==> config.mk <==
export PLATFORM = sky130hd
export DESIGN_NAME = booth_mult_arbiter
export DESIGN_NICKNAME = d
export VERILOG_FILES = /design/src/rtl/booth_mult_arbiter.sv
export SDC_FILE = /design/constraint.sdc
export NUM_CORES = 1
export LEC_CHECK = 0
export CELL_PAD_IN_SITES_DETAIL_PLACEMENT = 0
export CELL_PAD_IN_SITES_GLOBAL_PLACEMENT = 1
export CORE_ASPECT_RATIO = 0.7
export CORE_MARGIN = 8
export CORE_UTILIZATION = 29
export CTS_BUF_LIST = sky130_fd_sc_hd__clkbuf_8 sky130_fd_sc_hd__clkbuf_16
export DETAILED_ROUTE_END_ITERATION = 7
export PLACE_DENSITY_LB_ADDON = 0.1
export REMOVE_ABC_BUFFERS = 1
export SYNTH_ARGS = -nofsm -noshare
export SYNTH_HDL_FRONTEND = slang
export SYNTH_SLANG_ARGS = --single-unit
==> constraint.sdc <==
create_clock -name i_clk -period 1.4 [get_ports i_clk]
set_input_delay 0.28 -clock i_clk [delete_from_list [all_inputs] [get_ports i_clk]]
set_output_delay 0.28 -clock i_clk [all_outputs]
set_load 0.03 [all_outputs]
==> src/rtl/booth_mult_arbiter.sv <==
// booth_mult_arbiter: shares one Booth multiplier between two requesters.
// One request is granted at a time and its operands are latched. The
// multiplier gets a one-cycle start pulse. The two product words are
// collected from m_bus: the high word on the first done cycle, the low word
// on the second. The product goes back to the owner with a one-cycle ack.
// Optional feature macro: ARB_ROUND_ROBIN_EN. When it is defined, ties are
// resolved round robin. When it is undefined, requester 0 has fixed priority.
module booth_mult_arbiter #(
    parameter int WIDTH = 8
) (
    input  logic               i_clk,
    input  logic               i_rst_n,
    input  logic               i_req0,
    input  logic [WIDTH-1:0]   i_x0,
    input  logic [WIDTH-1:0]   i_y0,
    output logic               o_ack0,
    input  logic               i_req1,
    input  logic [WIDTH-1:0]   i_x1,
    input  logic [WIDTH-1:0]   i_y1,
    output logic               o_ack1,
    output logic [2*WIDTH-1:0] o_result,
    output logic               o_grant_id,
    output logic               o_busy,
    output logic               o_err,
    output logic               o_m_start,
    output logic [WIDTH-1:0]   o_m_x,
    output logic [WIDTH-1:0]   o_m_y,
    input  logic               i_m_done,
    input  logic [WIDTH-1:0]   i_m_bus
);

    typedef enum logic [2:0] {
        S_IDLE,
        S_START,
        S_WAIT,
        S_LO,
        S_ACK,
        S_RELEASE
    } state_t;

    state_t               r_state;
    state_t               w_state_next;
    logic [WIDTH-1:0]     r_x;
    logic [WIDTH-1:0]     r_y;
    logic                 r_grant_id;
    logic [2*WIDTH-1:0]   r_result;
    logic                 r_err;
    logic                 w_any_req;
    logic                 w_winner;
    logic                 w_m_start;
    logic                 w_drive;
    logic                 w_ack;

    assign w_any_req = i_req0 | i_req1;

`ifdef ARB_ROUND_ROBIN_EN
    // r_ptr holds the last grant. Its reset value of 1 lets requester 0 win the first tie.
    logic r_ptr;

    // Winner select: on a tie, grant the requester that was not served last.
    always_comb begin
        w_winner = i_req1;
        if (i_req0 && i_req1) begin
            w_winner = ~r_ptr;
        end
    end

    // Update the pointer on every grant.
    always_ff @(posedge i_clk or negedge i_rst_n) begin
        if (!i_rst_n) begin
            r_ptr <= 1'b1;
        end else if (r_state == S_IDLE && w_any_req) begin
            r_ptr <= w_winner;
        end
    end
`else
    // Fixed priority: requester 0 wins whenever it is asking.
    assign w_winner = ~i_req0;
`endif

    // State register.
    always_ff @(posedge i_clk or negedge i_rst_n) begin
        if (!i_rst_n) begin
            r_state <= S_IDLE;
        end else begin
            r_state <= w_state_next;
        end
    end

    // Next-state logic and per-state controls. m_done seen in START is ignored.
    always_comb begin
        w_state_next = r_state;
        w_m_start    = 1'b0;
        w_drive      = 1'b0;
        w_ack        = 1'b0;
        case (r_state)
            S_IDLE: begin
                if (w_any_req) begin
                    w_state_next = S_START;
                end
            end
            S_START: begin
                w_m_start    = 1'b1;
                w_drive      = 1'b1;
                w_state_next = S_WAIT;
            end
            S_WAIT: begin
                w_drive = 1'b1;
                if (i_m_done) begin
                    w_state_next = S_LO;
                end
            end
            S_LO: begin
                w_drive      = 1'b1;
                w_state_next = S_ACK;
            end
            S_ACK: begin
                w_ack        = 1'b1;
                w_state_next = S_RELEASE;
            end
            S_RELEASE: begin
                w_state_next = S_IDLE;
            end
            default: begin
                w_state_next = S_IDLE;
            end
        endcase
    end

    // Operand latch, grant owner, product word capture and the sticky error flag.
    always_ff @(posedge i_clk or negedge i_rst_n) begin
        if (!i_rst_n) begin
            r_x        <= '0;
            r_y        <= '0;
            r_grant_id <= 1'b0;
            r_result   <= '0;
            r_err      <= 1'b0;
        end else begin
            case (r_state)
                S_IDLE: begin
                    if (w_any_req) begin
                        r_grant_id <= w_winner;
                        r_x        <= w_winner ? i_x1 : i_x0;
                        r_y        <= w_winner ? i_y1 : i_y0;
                    end
                end
                S_WAIT: begin
                    if (i_m_done) begin
                        r_result[2*WIDTH-1:WIDTH] <= i_m_bus;
                    end
                end
                S_LO: begin
                    r_result[WIDTH-1:0] <= i_m_bus;
                    if (!i_m_done) begin
                        r_err <= 1'b1;
                    end
                end
                default: begin
                end
            endcase
        end
    end

    assign o_m_start  = w_m_start;
    assign o_m_x      = w_drive ? r_x : '0;
    assign o_m_y      = w_drive ? r_y : '0;
    assign o_ack0     = w_ack & ~r_grant_id;
    assign o_ack1     = w_ack & r_grant_id;
    assign o_result   = r_result;
    assign o_grant_id = r_grant_id;
    assign o_busy     = (r_state != S_IDLE);
    assign o_err      = r_err;

endmodule

==> impl_metrics.tcl <==
set metrics [dict create \
    max_clock_freq_mhz 577 \
    drt_pre_antenna_iters 4 \
    synthDominantCellAreaShare_pct 51.2 \
    wl_met3_um 399 \
    synthDistinctLibCells 24 \
    drt_iter0_markers 25 \
    netlist_instances 131 \
    hold_viol 0 \
    muxShareOfSynthArea_pct 32.0 \
    crit_fanout 8 \
    worstSetupEndpointType "primary output" \
    critPathLaunch "r_state[0]" \
    cts-root-buf "clkbuf_8" \
    route.vias.total 1403 \
    synthArstFlopShare_pct 100 \
    top_layer_used "met4" \
    drc_errors 0 \
    ant_nets 0 \
    arrival_ns 1.45 \
    dpl.hpwl_um 3880 \
    synthFlopType "dfrtp_1" \
    routedWlPerCell_um 17.2 \
    endpoint "o_m_x[4]" \
    avgSynthCellArea_sq_um 13.8 \
    grt_pass1_wl_um 8440 \
    layout_setup_ws_ns -0.334 \
    drv_cap 0 \
    holdCritPathClass "input port to asynchronous set/reset pin" \
    r2r_start "r_state[1]" \
    ctsHtreeMaxLevel 2 \
    core-area_sq_um 6130 \
    grt_usage_pct 12.0 \
    synth_edf_count 0 \
    slew-limit-headroom_pct 73.0 \
    r2r_cells 7 \
    synth-adder-area-share_pct 0 \
    cts_buffers 5 \
    routed_wl_um 5400 \
    rsz0062_at_grt "yes" \
    grt_max_degree 23 \
    clock_latency_ns 0.29 \
    dieArea_sq_um 9050 \
    yosysTopAreaCell "dfrtp_1" \
    wl_met2_um 2550 \
    critPathRequiredTime_ns 1.12 \
    cts_sinks 37 \
    post-route-util_pct 50.5 \
    design_area_sq_um 3090 \
    reg2reg_to "r_y[2]" \
    place_inst 299 \
    ir_worst_vdd_mv 1.10 \
    final_period_minus_worst_setup_slack_ns 1.73 \
    grt_pass1_vias 1603 \
    yosys.area_share.simple_pct 11.8 \
    maxSlewViolCount 0 \
    num_io_pins 83 \
    synthTopCellsByCount "37 x dfrtp_1, 37 x mux2_2, 16 x and2_1, 10 x mux2_4" \
    yosys_warnings 0 \
    p_leak_nw 1.39 \
    synth_top_family_by_area "multiplexers" \
    r2r_slack_ns -0.31 \
    synth_seq_cells 37 \
    setup_viol 52 \
    skew_ns 0.00600 \
    nNetsFinal 279 \
    p_total_mw 7.69 \
    place_area_sq_um 2790 \
    cts.clk_slew.worst_paths_ns 0.08 \
    via_per_inst 4.48 \
    chipHeight_um 82.0 \
    io_buffers 82 \
    gp_congestion 0.763 \
    syn_to_final_growth_pct 71.3 \
    synth_compound_area_share_pct 1.39 \
    rows 24 \
    synthXorXnorAreaFrac_pct 0.485 \
    synth_area_leaders "dfrtp_1 51%, mux2_2 23%, mux2_4 8.3%" \
    violations "setup timing" \
    synthesis.area_sq_um 1810 \
    power_density_nw_per_um2 2480 \
    drive_gt1_share_pct 51.1 \
    routedLengthMet1_um 2410 \
    period_share_pct 124 \
    worstSetupStartpointType "register" \
    path_class "register to primary output" \
    die_w_um 110 \
    cts_tree "yes" \
    yosysSeqAreaShare_pct 51.2 \
    worstMarginPinSlew_ns 0.405 \
    tns_ns -12.13 \
    outcome "complete, but fails checks" \
    start_util_pct 29.5 \
    diodes 0 \
    clockBufferDepth 2 \
    final_cell_count_no_fill 313 \
    gr-total-overflow 0 \
    antenna_found_initial 0 \
]
## power by group
part	switching, mW	internal, mW	leakage, nW
Clock	0.390	0.344	0.0439
Combinational	2.44	2.56	0.914
Sequential	0.338	1.62	0.434
Total	3.16	4.52	1.39
## registers in the layout, summed over array words and instances, names as in the netlist
name / cells
r_state: 3
o_err: 1
r_x: 8
o_result: 16
o_grant_id: 1
r_y: 8
## critical path, stage by stage (launching register included)
cell	delay, ns
dfrtp_1	0.41
buf_6	0.13
nor2_4	0.19
nor2_4	0.11
and2_1	0.18
buf_6	0.14
## metal layers
metal | global-route usage (%) | up-vias
met2 | 18.9 | 47
met1 | 15.2 | 695
met5 | 0 | -
met3 | 4.55 | 5
met4 | 3.18 | 0
li1 | - | 656
## worst min path at each step
stage | from | to | slack (ns)
finish | i_rst_n | r_x[2] | 0.45
global route | i_rst_n | r_x[2] | 0.48
CTS | i_rst_n | r_x[2] | 0.46
detailed placement | i_rst_n | r_x[2] | 0.24
global placement | i_rst_n | r_x[2] | 0.23
floorplan | i_rst_n | o_err | -0.02
## cell type report
class | count | area (sq um)
clock buffer | 5 | 68.8
clock inverter | 3 | 17.5
fill | 552 | 3030
inverter | 1 | 3.75
multi-input combinational | 86 | 912
sequential | 37 | 927
tap | 78 | 97.6
timing repair buffer | 103 | 1070
## layout by cell type (no fill, tap or decap), drive strengths merged
| cell type | netlist | layout |
|---|---|---|
| inv | 1 | 1 |
| dlymetal6s2s | 0 | 1 |
| nor3 | 2 | 2 |
| and3 | 1 | 1 |
| o21a | 1 | 1 |
| clkdlybuf4s50 | 0 | 42 |
| clkinv | 0 | 2 |
| and2 | 16 | 16 |
| nor2 | 8 | 9 |
| mux2 | 48 | 48 |
| dlygate4sd3 | 0 | 1 |
| xnor2 | 1 | 1 |
| dlygate4sd2 | 0 | 18 |
| nand3b | 2 | 2 |
| dfrtp | 37 | 37 |
| nand2 | 2 | 2 |
| o21bai | 1 | 1 |
| a21oi | 2 | 2 |
| clkinvlp | 0 | 1 |
| nor3b | 1 | 1 |
| clkbuf | 1 | 5 |
| buf | 7 | 41 |
## repair_timing
action | CTS | global route
hold buffers | 1 | 0
setup buffers | 2 | 1
setup endpoints to repair | 62 | 53
endpoints found under the hold margin | 15 | 0
pin swaps | 15 | 5
cloned | 2 | 0
resized for setup | 62 | 13
## through the flow
step | hold slack (ns) | worst slack (ns)
final | 0.448 | -0.334
after detailed placement | 0.236 | -0.523
after global routing | 0.477 | -0.412
after CTS | 0.464 | -0.326
after global placement | 0.231 | -0.454
after floorplan | -0.0156 | -0.212
## kinds of logic after synthesis
| group | after synthesis |
|---|---|
| AOI/OAI and AO/OA | 4 |
| and+or+nand+nor | 32 |
| muxes | 48 |
| xor gates and xnor gates | 1 |
| buffers and inverters | 9 |
| DFF | 37 |
No activity file was read; power rests on OpenSTA's default activity.
